### config.mk
export PLATFORM = sky130hd
export DESIGN_NAME = ro_bank_scheduler
export DESIGN_NICKNAME = d
export VERILOG_FILES = /design/src/rtl/ro_bank_scheduler.sv
export SDC_FILE = /design/constraint.sdc
export NUM_CORES = 1
export LEC_CHECK = 0
export CORE_MARGIN = 5
export CORE_UTILIZATION = 30
export CTS_CLUSTER_SIZE = 8
export DETAILED_ROUTE_END_ITERATION = 10
export PLACE_DENSITY = 0.76
export REMOVE_ABC_BUFFERS = 1
export SETUP_SLACK_MARGIN = 0.15
export SKIP_LAST_GASP = 1
export SYNTH_ARGS = -nofsm -noshare
export SYNTH_HDL_FRONTEND = slang
export SYNTH_SLANG_ARGS = --single-unit
### constraint.sdc
create_clock -name clk -period 2.5 [get_ports clk]
set_input_delay 0.5 -clock clk [delete_from_list [all_inputs] [get_ports clk]]
set_output_delay 0.5 -clock clk [all_outputs]
set_load 0.02 [all_outputs]
### src/rtl/ro_bank_scheduler.sv
// ro_bank_scheduler: steps through a ring-oscillator bank one RO at a time.
// For each RO it enables the oscillator and waits a settle period. It then
// counts synchronized rising edges over a fixed gate window and offers the
// count on a valid/ready result port.
// Optional feature macro: RO_BANK_BACKGROUND_EN
//   defined   -> every RO is enabled while a sweep is in progress
//   undefined -> only the RO under test is enabled (one-hot)
module ro_bank_scheduler #(
    parameter int NUM_RO        = 150,
    parameter int IDX_W         = $clog2(NUM_RO),
    parameter int CNT_W         = 16,
    parameter int SETTLE_CYCLES = 16,
    parameter int GATE_CYCLES   = 4096
) (
    input  logic              clk,
    input  logic              rst,
    input  logic              start,
    input  logic              stop,
    output logic [NUM_RO-1:0] ro_en,
    input  logic [NUM_RO-1:0] ro_in,
    output logic              res_valid,
    input  logic              res_ready,
    output logic [IDX_W-1:0]  res_idx,
    output logic [CNT_W-1:0]  res_count,
    output logic              res_ovf,
    output logic              busy,
    output logic              done
);

    localparam logic [1:0] ST_IDLE   = 2'd0;
    localparam logic [1:0] ST_SETTLE = 2'd1;
    localparam logic [1:0] ST_GATE   = 2'd2;
    localparam logic [1:0] ST_REPORT = 2'd3;

    // One shared phase timer covers both SETTLE and GATE.
    localparam int TMR_MAX = (SETTLE_CYCLES > GATE_CYCLES) ? SETTLE_CYCLES : GATE_CYCLES;
    localparam int TMR_W   = $clog2(TMR_MAX);

    localparam logic [TMR_W-1:0] SETTLE_LAST = TMR_W'(SETTLE_CYCLES - 1);
    localparam logic [TMR_W-1:0] GATE_LAST   = TMR_W'(GATE_CYCLES - 1);
    localparam logic [IDX_W-1:0] LAST_IDX    = IDX_W'(NUM_RO - 1);
    localparam logic [CNT_W-1:0] CNT_MAX     = '1;

    logic [1:0]       state_reg, state_next;
    logic [IDX_W-1:0] idx_reg, idx_next;
    logic [TMR_W-1:0] timer_reg, timer_next;
    logic [CNT_W-1:0] count_reg, count_next;
    logic             ovf_reg, ovf_next;
    logic             done_reg, done_next;

    logic ro_sel;
    logic sync1_reg, sync2_reg, prev_reg;
    logic edge_pulse;

    // Select the RO under test; the result goes straight into the synchronizer.
    always_comb begin
        ro_sel = ro_in[idx_reg];
    end

    // Two-flop synchronizer plus a history flop for rising-edge detection.
    always_ff @(posedge clk) begin
        if (rst) begin
            sync1_reg <= 1'b0;
            sync2_reg <= 1'b0;
            prev_reg  <= 1'b0;
        end else begin
            sync1_reg <= ro_sel;
            sync2_reg <= sync1_reg;
            prev_reg  <= sync2_reg;
        end
    end

    assign edge_pulse = sync2_reg & ~prev_reg;

    // Sequencer next-state logic; stop overrides every other transition.
    always_comb begin
        state_next = state_reg;
        idx_next   = idx_reg;
        timer_next = timer_reg;
        count_next = count_reg;
        ovf_next   = ovf_reg;
        done_next  = 1'b0;

        case (state_reg)
            ST_IDLE: begin
                if (start) begin
                    state_next = ST_SETTLE;
                    idx_next   = '0;
                    timer_next = '0;
                    count_next = '0;
                    ovf_next   = 1'b0;
                end
            end
            ST_SETTLE: begin
                if (timer_reg == SETTLE_LAST) begin
                    state_next = ST_GATE;
                    timer_next = '0;
                end else begin
                    timer_next = timer_reg + TMR_W'(1);
                end
            end
            ST_GATE: begin
                // Saturate instead of wrapping; flag the lost edge.
                if (edge_pulse) begin
                    if (count_reg == CNT_MAX) begin
                        ovf_next = 1'b1;
                    end else begin
                        count_next = count_reg + CNT_W'(1);
                    end
                end
                if (timer_reg == GATE_LAST) begin
                    state_next = ST_REPORT;
                    timer_next = '0;
                end else begin
                    timer_next = timer_reg + TMR_W'(1);
                end
            end
            default: begin
                if (res_ready) begin
                    if (idx_reg == LAST_IDX) begin
                        state_next = ST_IDLE;
                        done_next  = 1'b1;
                    end else begin
                        state_next = ST_SETTLE;
                        idx_next   = idx_reg + IDX_W'(1);
                        timer_next = '0;
                        count_next = '0;
                        ovf_next   = 1'b0;
                    end
                end
            end
        endcase

        if (stop) begin
            state_next = ST_IDLE;
            timer_next = '0;
            done_next  = 1'b0;
        end
    end

    // Sequencer and result registers.
    always_ff @(posedge clk) begin
        if (rst) begin
            state_reg <= ST_IDLE;
            idx_reg   <= '0;
            timer_reg <= '0;
            count_reg <= '0;
            ovf_reg   <= 1'b0;
            done_reg  <= 1'b0;
        end else begin
            state_reg <= state_next;
            idx_reg   <= idx_next;
            timer_reg <= timer_next;
            count_reg <= count_next;
            ovf_reg   <= ovf_next;
            done_reg  <= done_next;
        end
    end

    assign busy      = (state_reg != ST_IDLE);
    assign res_valid = (state_reg == ST_REPORT);
    assign res_idx   = idx_reg;
    assign res_count = count_reg;
    assign res_ovf   = ovf_reg;
    assign done      = done_reg;

    // Per-oscillator enables, all low whenever the sequencer is idle.
    generate
        for (genvar gi = 0; gi < NUM_RO; gi++) begin : g_en
`ifdef RO_BANK_BACKGROUND_EN
            assign ro_en[gi] = busy;
`else
            assign ro_en[gi] = busy && (idx_reg == IDX_W'(gi));
`endif
        end
    endgenerate

endmodule

### After elaboration in Yosys (flattened, before gate mapping)

Cells that the tools add are included.

* output and inout bits: 178
* register bits after elaboration: 43
* bits of input ports: 155
* logic and storage cells: 377

* bitwise operators: 5
* reductions and logical operators: 164
* order comparisons: 1
* $add $sub $neg: 3
* mux-type cells: 31
* equal/unequal tests: 164

Operator list (count)
* 8-bit by 7-bit equality test with 1-bit output, second input constant: 64
* 8-bit by 6-bit equality test with 1-bit output, second input constant: 32
* 8-bit equality test, second input constant: 22
* 1-bit logical AND: 150
* 8-bit by 5-bit equality test with 1-bit output, second input constant: 16
* 16-bit two-way mux: 5
* 8-bit by 4-bit equality test with 1-bit output, second input constant: 8
* 12-bit two-way mux: 5
* 16-bit case mux with 3 select lines: 1
* 12-bit case mux with 3 select lines: 1
* 8-bit by 3-bit equality test with 1-bit output, second input constant: 4
* 8-bit two-way mux: 3
* 16-bit by 1-bit adder with 16-bit output, second input constant: 1
* 16-bit equality test, second input constant: 1
* 8-bit by 2-bit equality test with 1-bit output, second input constant: 2
* 8-bit case mux with 2 select lines: 1
* 12-bit by 1-bit adder with 12-bit output, second input constant: 1
* 12-bit equality test, second input constant: 1
* 12-bit by 4-bit equality test with 1-bit output, second input constant: 1
* 2-bit != test, second input constant: 6
* 6-bit AND reduction: 2
* 8-bit by 9-bit < comparator with 1-bit output, second input constant: 1
* 8-bit by 1-bit adder with 8-bit output, second input constant: 1
* 1-bit binary-select mux with 8-bit select: 1
* 21 further kinds: 38

### Longest topological paths before layout

* word-level depth: 4
* mapped depth: 12
* depth with buffers taken out: 8

### Worst setup path before layout

Ideal clock, no wire load.

* kind: register to register
* from: register idx_reg[1] (netlist: res_idx[1])
* to: register count_reg[15] (netlist: res_count[15])
* buffers on the path: 3
* arrival time: 2.630 ns
* data required time: 2.430 ns
* library setup time: 0.070 ns
* clock period less this slack: 2.699 ns
* cell stages (with the launch flop): 12
* path slack: -0.199 ns
* cell sequence: dfxtp_1 -> buf_2 -> buf_2 -> buf_2 -> inv_1 -> ha_1 -> nand3b_1 -> o21ai_1 -> a31oi_2 -> nand2_1 -> or3_1 -> a21oi_1

* word-level cells in the longest chain between the ends: 3

Ends and longest elaborated chain
* from (decl): RTL line 45 `logic [IDX_W-1:0] idx_reg, idx_next;`
* from (signal assigned): RTL line 152 `idx_reg <= idx_next;`
* 8-bit equality test: RTL line 120 `if (idx_reg == LAST_IDX) begin`
* 3-bit by 1-bit != test with 1-bit output (no source line)
* 6-bit AND reduction (no source line)
* to (signal assigned): RTL line 154 `count_reg <= count_next;`
* to (decl): RTL line 47 `logic [CNT_W-1:0] count_reg, count_next;`

Every way passes these cells.
A chain may end at the register's enable or synchronous reset.

### Worst setup path after layout

* from: register state_reg[1]
* to: output ro_en[87]

* word-level cells in the longest chain between the ends: 2

Ends and longest elaborated chain
* from (decl): RTL line 44 `logic [1:0] state_reg, state_next;`
* from (signal assigned): RTL line 151 `state_reg <= state_next;`
* 2-bit nonzero test: RTL line 160 `assign busy = (state_reg != ST_IDLE);`
* 1-bit logical AND: RTL line 173 `assign ro_en[gi] = busy && (idx_reg == IDX_W'(gi));`
* to (decl): RTL line 19 `output logic [NUM_RO-1:0] ro_en,`

Every way passes these cells.

==> reports/qor.txt <==
Status = finished clean
Mapped Area = 4330 sq um
Cts bufs inserted = 5
#FFs+latches synth = 43
PortBufs = 332
Ant. Diodes = 0
CTS tree = yes
Initial antenna violation count = 0
Maximum root-to-sink buffer count = 2
Clock slew at reported path FFs = 0.06 ns
DRC = 0
Worst slew pin tran = 0.581 ns
Initial core utilization = 30.1%
Largest net degree at the start of global routing = 46
Post-synth EDFFs = 0
Most common cell after layout, fill and taps aside = nor2_1
Die extent in x = 130 microns
TritonCTS Sinks = 43
Critical path class = reg -> out
Clk pwr share = 36.3%
Max Fanout on Critical Path = 7
Crit share post-route = 91.6%
Overflow after GRT = 0
Psw = 462 uW
Fin crit period = 2.29 ns
Sequential cell area = 863 sq um
Sequential share of the synthesized area = 19.9%
DR vias = 5704
Routed WL = 20700 microns
Switching power share of the total = 23.2%
Clk_lat worst skew = 0.28 ns
Pre-Repair DR Iteration Count = 6
Critical Path AT = 1.79 ns
IR Drop Worst-Case VDD = 0.259 mV
Gpl congestion = 0.859
Number of flip-flops under the largest register name = 16
First-pass GRT wire length = 29700 microns
Post-cts hold buffer count = 0
HP Class = reg -> reg
Fin area = 8050 sq um
Gate power share = 28.7%
Standard-cell rows = 44
Tot GR Track Use = 22.3%
Crit path capture type = output port
Power Density = 247 nW/um^2
Avg Inst Size Synth = 7.45 sq um
Number of global-route vias before repair = 5545
Layout Nets = 1101
Register share of total power = 35.0%
Clk_skew = 0.00559 ns
Post-synth top flop = dfxtp_1
Slew headroom = 60.8%
WP data required = 2.00 ns
Max Clk Rate = 0.436 GHz
Int Pwr = 1.53 mW
DP HPWL = 16900 microns
Most frequent cells in the layout = nor2_1 (189), clkdlybuf4s50_1 (181), buf_4 (65)
WL per Instance = 18.5 microns
Placed Area = 8080 sq um
H-tree levels = 2
Die H = 130 microns
RSZ-0062 raised after global routing = yes
Area grow syn2layout = 85.9%
Hold Vio Cnt, Final = 0
Total of warnings raised by yosys = 0
DR iter-0 viols = 314
Layout cells sized above 1 = 29.9%
Multi-input gate area = 3470 sq um
Fill count = 1361
Clk root buf = clkbuf_16
Post-synthesis cell type count = 54
Asr flop ratio synth = 0%
Crit start category = register
# IOs = 333
Area of the core = 14400 sq um
Setup violations, final = 0
Final worst setup slack = 0.209 ns
DR vias/cell = 5.09
TNS Setup = 0 ns
Worst slack, placed = -0.201 ns
Static Leak = 3.29 nW
Syn Inst Count = 581
Die area = 16900 sq um
Number of max-cap violations = 0
Pins Over Slew Limit = 0
Antenna-violating nets left = 0
through the flow:
step                utilization, %  total power, mW  hold slack [ns]  std cells
finish                        56.0             1.99            0.439       1120
global route                  56.0             2.08            0.453       1120
CTS                           57.5             1.98            0.444       1115
detailed placement            56.2             1.24            0.430       1106
global placement              56.2             1.23            0.420       1106
floorplan                        -            0.899            0.414        543
power groups by stage:
stage	registers, mW	clock network (mW)	logic (mW)
6_report	0.696	0.723	0.570
5_1_grt	0.697	0.775	0.608
4_1_cts	0.695	0.742	0.544
3_5_place_dp	0.711	0	0.526
3_3_place_gp	0.710	0	0.517
2_1_floorplan	0.722	0	0.177
critical path, cell delays in order (launching register included):
cell             delay [ns]
dfxtp_1                0.34
inv_2                  0.06
ha_4                   0.17
buf_8                  0.14
nor2b_4                0.27
nand2_4                0.12
nor2_1                 0.12
clkdlybuf4s15_2        0.28
synth_stat cells, drive strengths merged, types with 2 or more instances:
| cell type | instances | share of area (%) |
|---|---|---|
| inv | 13 | 1.1 |
| or3 | 6 | 0.87 |
| a211oi | 2 | 0.35 |
| nor3 | 13 | 1.5 |
| a22oi | 4 | 0.69 |
| mux2 | 4 | 1.0 |
| nand4 | 13 | 1.9 |
| nand3b | 2 | 0.35 |
| buf | 20 | 2.8 |
| and3 | 13 | 1.9 |
| nor4 | 7 | 1.0 |
| xnor2 | 9 | 1.8 |
| o21ai | 10 | 1.2 |
| mux2i | 8 | 1.8 |
| nand4b | 3 | 0.61 |
| a21o | 2 | 0.35 |
| nand2b | 10 | 1.4 |
| nor2 | 194 | 17 |
| o22ai | 2 | 0.29 |
| nand3 | 20 | 2.3 |
| nor2b | 14 | 2.0 |
| and2 | 2 | 0.29 |
| a2111oi | 2 | 0.40 |
| nand4bb | 2 | 0.52 |
| clkbuf | 18 | 1.6 |
| ha | 10 | 2.9 |
| xor2 | 16 | 3.2 |
| a221oi | 2 | 0.40 |
| a31oi | 7 | 1.2 |
| dfxtp | 43 | 20 |
| nor4b | 3 | 0.61 |
| nand2 | 44 | 3.8 |
| o211ai | 5 | 0.98 |
| a21oi | 14 | 1.7 |
| mux4 | 34 | 18 |
worst paths after layout:
path / start / endpoint / slack, ns / depth (start not counted)
min: sync1_reg / sync2_reg / 0.44 / 1
max reg2reg: state_reg[1] / res_count[13] / 0.25 / 10
min reg2reg: sync1_reg / sync2_reg / 0.44 / 1
max: state_reg[1] / ro_en[87] / 0.21 / 7
cells by family after synthesis:
kind of cell,count (synthesis),synth area share [%]
simple gates,350,36.7
compound gates,56,8.64
buf+inv,51,5.49
mux,46,21.4
flops,43,19.9
xor+xnor,25,5.06
fa+ha+maj,10,2.89
timing repair:
item                                   CTS  global route
setup endpoints to repair              153           179
pin swaps                                1             8
resized for setup                      417           189
endpoints found under the hold margin    0             0
gates cloned                             0             1
setup buffers                            2             4
final cells by class:
| cell class | count | area share (%) |
|---|---|---|
| multi-input combinational | 487 | 43.2 |
| clock inverter | 2 | 0.466 |
| clock buffer | 5 | 1.55 |
| inverter | 13 | 0.606 |
| sequential | 43 | 10.7 |
| timing repair buffer | 386 | 40.6 |
| tap | 184 | 2.86 |
layer usage:
metal | part of all wire (%) | global-route usage, % | routed length [microns] | vias up
met1 | 38 | 27.1 | 7880 | 2658
met2 | 52 | 39.9 | 10800 | 253
met4 | 3.1 | 7.09 | 643 | 0
met3 | 6.7 | 4.09 | 1390 | 41
li1 | - | - | - | 2752
met5 | 0 | 0 | 0 | -
Power figures use the tool's default switching activity.
==> edit 1 (same settings) <==
`NUM_RO`: 150 -> 75.
--- a/src/rtl/ro_bank_scheduler.sv
+++ b/src/rtl/ro_bank_scheduler.sv
@@ -6,7 +6,7 @@
 //   defined   -> every RO is enabled while a sweep is in progress
 //   undefined -> only the RO under test is enabled (one-hot)
 module ro_bank_scheduler #(
-    parameter int NUM_RO        = 150,
+    parameter int NUM_RO        = 75,
     parameter int IDX_W         = $clog2(NUM_RO),
     parameter int CNT_W         = 16,
     parameter int SETTLE_CYCLES = 16,
Ports: changed (resized res_idx, ro_en and ro_in); port bits go from 333 to 182. No check against the original RTL was run, so the function may have changed too.
==> edit 1 against the original RTL <==
  * Clock power fell by 8.0%
  * Final area shrank 31%
  * First-iteration DRC count decreased by 30%
  * Synthesized cell count down 23%
  * Routed wire length fell by 35%
  * Total power down 13%
  * Area after synthesis down 21%
  * Sequential cell count down 1
  * Sequential power shrank 2%
  * Worst setup slack worse by 0.090 ns
==> edit 1: results (changes against the original RTL) <==
largest_register_ffs: 16  # unchanged
nets: 737  # -33%
grt_max_degree: 25  # -46%
dp.cells: 778  # -30%
synth_cell_types: 52  # -3.7%
fin_skew_ns: 0.00663  # +0.00104 ns
nFillCells: 1120  # -18%
n_antenna_cell: 0  # unchanged
synthCells: 449  # -23%
slew_headroom_pct: 56.3  # -4.5 points
crit_arrival_ns: 1.88  # +0.09 ns
via_per_inst: 5.27  # +3.6%
crit_fanout: 5  # -2
grt_pass1_vias: 4162  # -25%
synth_common_cells: "nor2_1, dfxtp_1, nand3_1"
yosys_warnings: 0  # unchanged
cts_root_buffer: "clkbuf_16"
htreeDepth: 2  # unchanged
hp-class: "flip-flop to flip-flop"
grt_util_all_layers_pct: 18.6  # -3.7 points
cts_made_buffers: 5  # unchanged
synth.area.top_cells: "dfxtp_1, mux4_2, nor2_1"
vdd_drop_max_v: 0.000232  # -11%
cts.clk_slew.worst_paths_ns: 0.06  # about the same
grt_pass1_wl_um: 20500  # -31%
grt_util_met3_pct: 5.30  # +1.2 points
antenna_found_initial: 0  # unchanged
wirelength_um: 13400  # -35%
clock_latency_ns: 0.29
status: "completed"
clock_path_buffers: 2  # unchanged
met2_usage_pct: 34.0  # -5.9 points
place_hpwl_um: 10200  # -40%
gp_congestion: 0.896  # +4.3%
vias: 4172  # -27%
dr.pass1.iters: 4  # -2
io_buffer_count: 181  # -45%
yosysSeqAreaShare_pct: 24.5  # +4.6 points
synthArstFlopShare_pct: 0  # unchanged
drive_gt1_share_pct: 25.3  # -4.6 points
power_leakage_uw: 0.00204  # -38%
globalRouteMet1Util_pct: 21.7  # -5.4 points
drt_iter0_drc: 219  # -30%
-- edit 1: changes by cell type after synthesis, moves of 10 or more --
cell,change
nand3b_1,+10
and3_1,-11
mux2i_1,+10
nand2_1,-19
nand3_1,+15
nor2_1,-94
xor2_1,-13
-- edit 1: area by class of cell --
| cell class | instances | area [um2] | area share, % |
|---|---|---|---|
| clock buffers | 7 | 143 | 2.58 |
| clock inverters | 1 | 5.00 | 0.0904 |
| inverters | 17 | 63.8 | 1.15 |
| multi-input cells | 360 | 2480 | 44.8 |
| flip-flops and latches | 42 | 842 | 15.2 |
| well taps | 143 | 179 | 3.23 |
| repair buffers | 221 | 1820 | 32.9 |
-- edit 1: worst max-delay path, stage by stage, from the launching register on --
cell and delay (ns):
dfxtp_1 0.33, inv_1 0.07, ha_2 0.21, or4b_4 0.55, nor2_1 0.15, clkdlybuf4s15_2 0.28
-- edit 1: through the flow --
stage	util, %	worst slack [ns]	setup TNS (ns)	instance area (um2)
finish	48.9	0.119	0	5540
CTS	48.3	-0.00679	-0.00679	5470
global route	48.9	0.0518	0	5540
detailed placement	49.1	-0.171	-1.22	5560
global placement	49.1	-0.133	-1.06	5560
floorplan	-	-0.796	-14.73	3300
-- edit 1: cells by family (layout without fill, tap and decap cells) --
family | count (synthesis) | count (layout) | synth area share, %
AND/OR/NAND/NOR | 238 | 239 | 34.2
flip-flops | 42 | 42 | 24.5
XOR/XNOR | 11 | 11 | 2.81
buffers and inverters | 48 | 246 | 5.87
AO/OA/AOI/OAI | 63 | 63 | 12.0
multiplexers | 37 | 37 | 17.1
adder cells (fa/ha/maj) | 10 | 10 | 3.64
-- edit 1: power breakdown --
group          switching, uW  internal (uW)
registers               3.73            675
clock network            268            396
logic                    173            216
-- edit 1: worst paths after layout --
check | cells past startpoint | endpoint | from | slack, ns
max | 5 | ro_en[73] | state_reg[1]$_SDFFE_PP0P_ | 0.12
min reg2reg | 1 | sync2_reg$_SDFF_PP0_ | sync1_reg$_SDFF_PP0_ | 0.45
max reg2reg | 8 | res_count[2]$_SDFFE_PP0P_ | state_reg[1]$_SDFFE_PP0P_ | 0.26
min | 1 | sync2_reg$_SDFF_PP0_ | sync1_reg$_SDFF_PP0_ | 0.45
-- edit 1: per-layer routing --
metal  vias to the layer above  wire, um
li1                       2013         -
met2                       169      6960
met4                         0       180
met3                        15      1090
met1                      1975      5160
met5                         -         0
-- edit 1: repair_timing --
action / in CTS / in global routing
resized for setup: 281 / 58
hold buffers: 0 / 0
pin swaps: 1 / 3
gates cloned: 0 / 2
endpoints found under the setup margin: 86 / 89
buffers inserted: 0 / 3
==> edit 2 (same settings) <==
Made on the original files. Reset style: asynchronous (`rst`), changed in 2 clocked blocks.
--- a/src/rtl/ro_bank_scheduler.sv
+++ b/src/rtl/ro_bank_scheduler.sv
@@ -58,7 +58,7 @@
     end
 
     // Two-flop synchronizer plus a history flop for rising-edge detection.
-    always_ff @(posedge clk) begin
+    always_ff @(posedge clk or posedge rst) begin
         if (rst) begin
             sync1_reg <= 1'b0;
             sync2_reg <= 1'b0;
@@ -139,7 +139,7 @@
     end
 
     // Sequencer and result registers.
-    always_ff @(posedge clk) begin
+    always_ff @(posedge clk or posedge rst) begin
         if (rst) begin
             state_reg <= ST_IDLE;
             idx_reg   <= '0;
Check against the original RTL: differs if rst is asserted again (counterexample within 4 cycles, from zero or initial values and one cycle with rst high); with rst held inactive, the same outputs for 10 cycles.
==> edit 2 against the original RTL <==
  * The flow now finishes with violations (setup timing)
  * Register-to-register slack worse by 0.29 ns
  * Final area up 11%
  * Sequential cell count unchanged
  * Routed wire length increased by 15%
  * Via count increased by 6.8%
  * Worst setup slack worse by 0.25 ns
  * Cell count rose by 5.1%
  * Area after synthesis is 7.9% higher
  * Critical endpoint is now ro_en[36]
Power is not compared: it rests on default switching activity, and its combinational part moved more than twofold at a synthesized area within 25%.
==> edit 2: results (changes against the original RTL) <==
r2r_start: "res_idx[0]$_DFFE_PP0P_"
grt_max_degree: 44  # -4.3%
drt_iter0_drc: 363  # +16%
wirelength_um: 23800  # +15%
crit-reg2reg-capture: "sync1_reg$_DFF_PP0_"
grt_pass1_vias: 6273  # +13%
dp.cells: 1145  # +3.5%
synth.area.top_cells: "dfrtp_1, nor2_1, mux4_2"
crit_fanout: 6  # -1
setup_tns_ns: -0.299  # -0.299 ns
rr_worst_depth: 8  # -2
fin_ws_ns: -0.0445  # -0.253 ns
min_path_cells: 0  # -1
cpPeakStageDelay_ns: 0.38  # +0.04 ns
cp_slowest_cell: "dfrtp_1"
drive_gt1_share_pct: 34.2  # +4.2 points
dr.pass1.iters: 5  # -1
fin_skew_ns: 0.00785  # +0.00226 ns
slew_headroom_pct: 61.4  # +0.64 points
crit_family: "buffers and inverters"
status: "finished, violations left"
crit_start: "state_reg[1]$_DFFE_PP0P_"
via_per_inst: 5.18  # +1.6%
final_cells: 1177  # +5.1%
violations: "setup timing"
whs_ns: 0.360  # -0.0788 ns
gp_congestion: 0.969  # +13%
setup_viol: 13  # +13
edit 2: cell families after synthesis:
group / count (synthesis) / synth area share, %
multiplexers: 61 / 23.0
buffers and inverters: 60 / 5.95
AND/OR/NAND/NOR: 315 / 31.1
AO/OA/AOI/OAI: 76 / 10.6
flip-flops: 43 / 23.0
adder cells (fa/ha/maj): 11 / 2.95
XOR/XNOR: 18 / 3.38
edit 2: per-layer routing:
layer	track usage (%)	share of wire [%]	wire, um
met1	31.3	39	9270
met5	0	0	0
met3	6.93	9.1	2160
met4	5.37	2.5	590
met2	40.7	49	11700
edit 2: cell type report:
type / count / area, um2
multi-input cells: 483 / 3650
repair buffers: 417 / 3750
flip-flops and latches: 43 / 1080
inverters: 15 / 56.3
fillers: 1378 / 6290
well taps: 211 / 264
clock buffers: 7 / 133
clock inverters: 1 / 30.0
edit 2: worst reg2reg max path: cells and delay by family (launching register included):
family          cells  cell delay, ns
buf+inv             2            0.28
simple gates        2            0.41
mux                 2            0.98
compound gates      2            0.26
flops               1            0.50
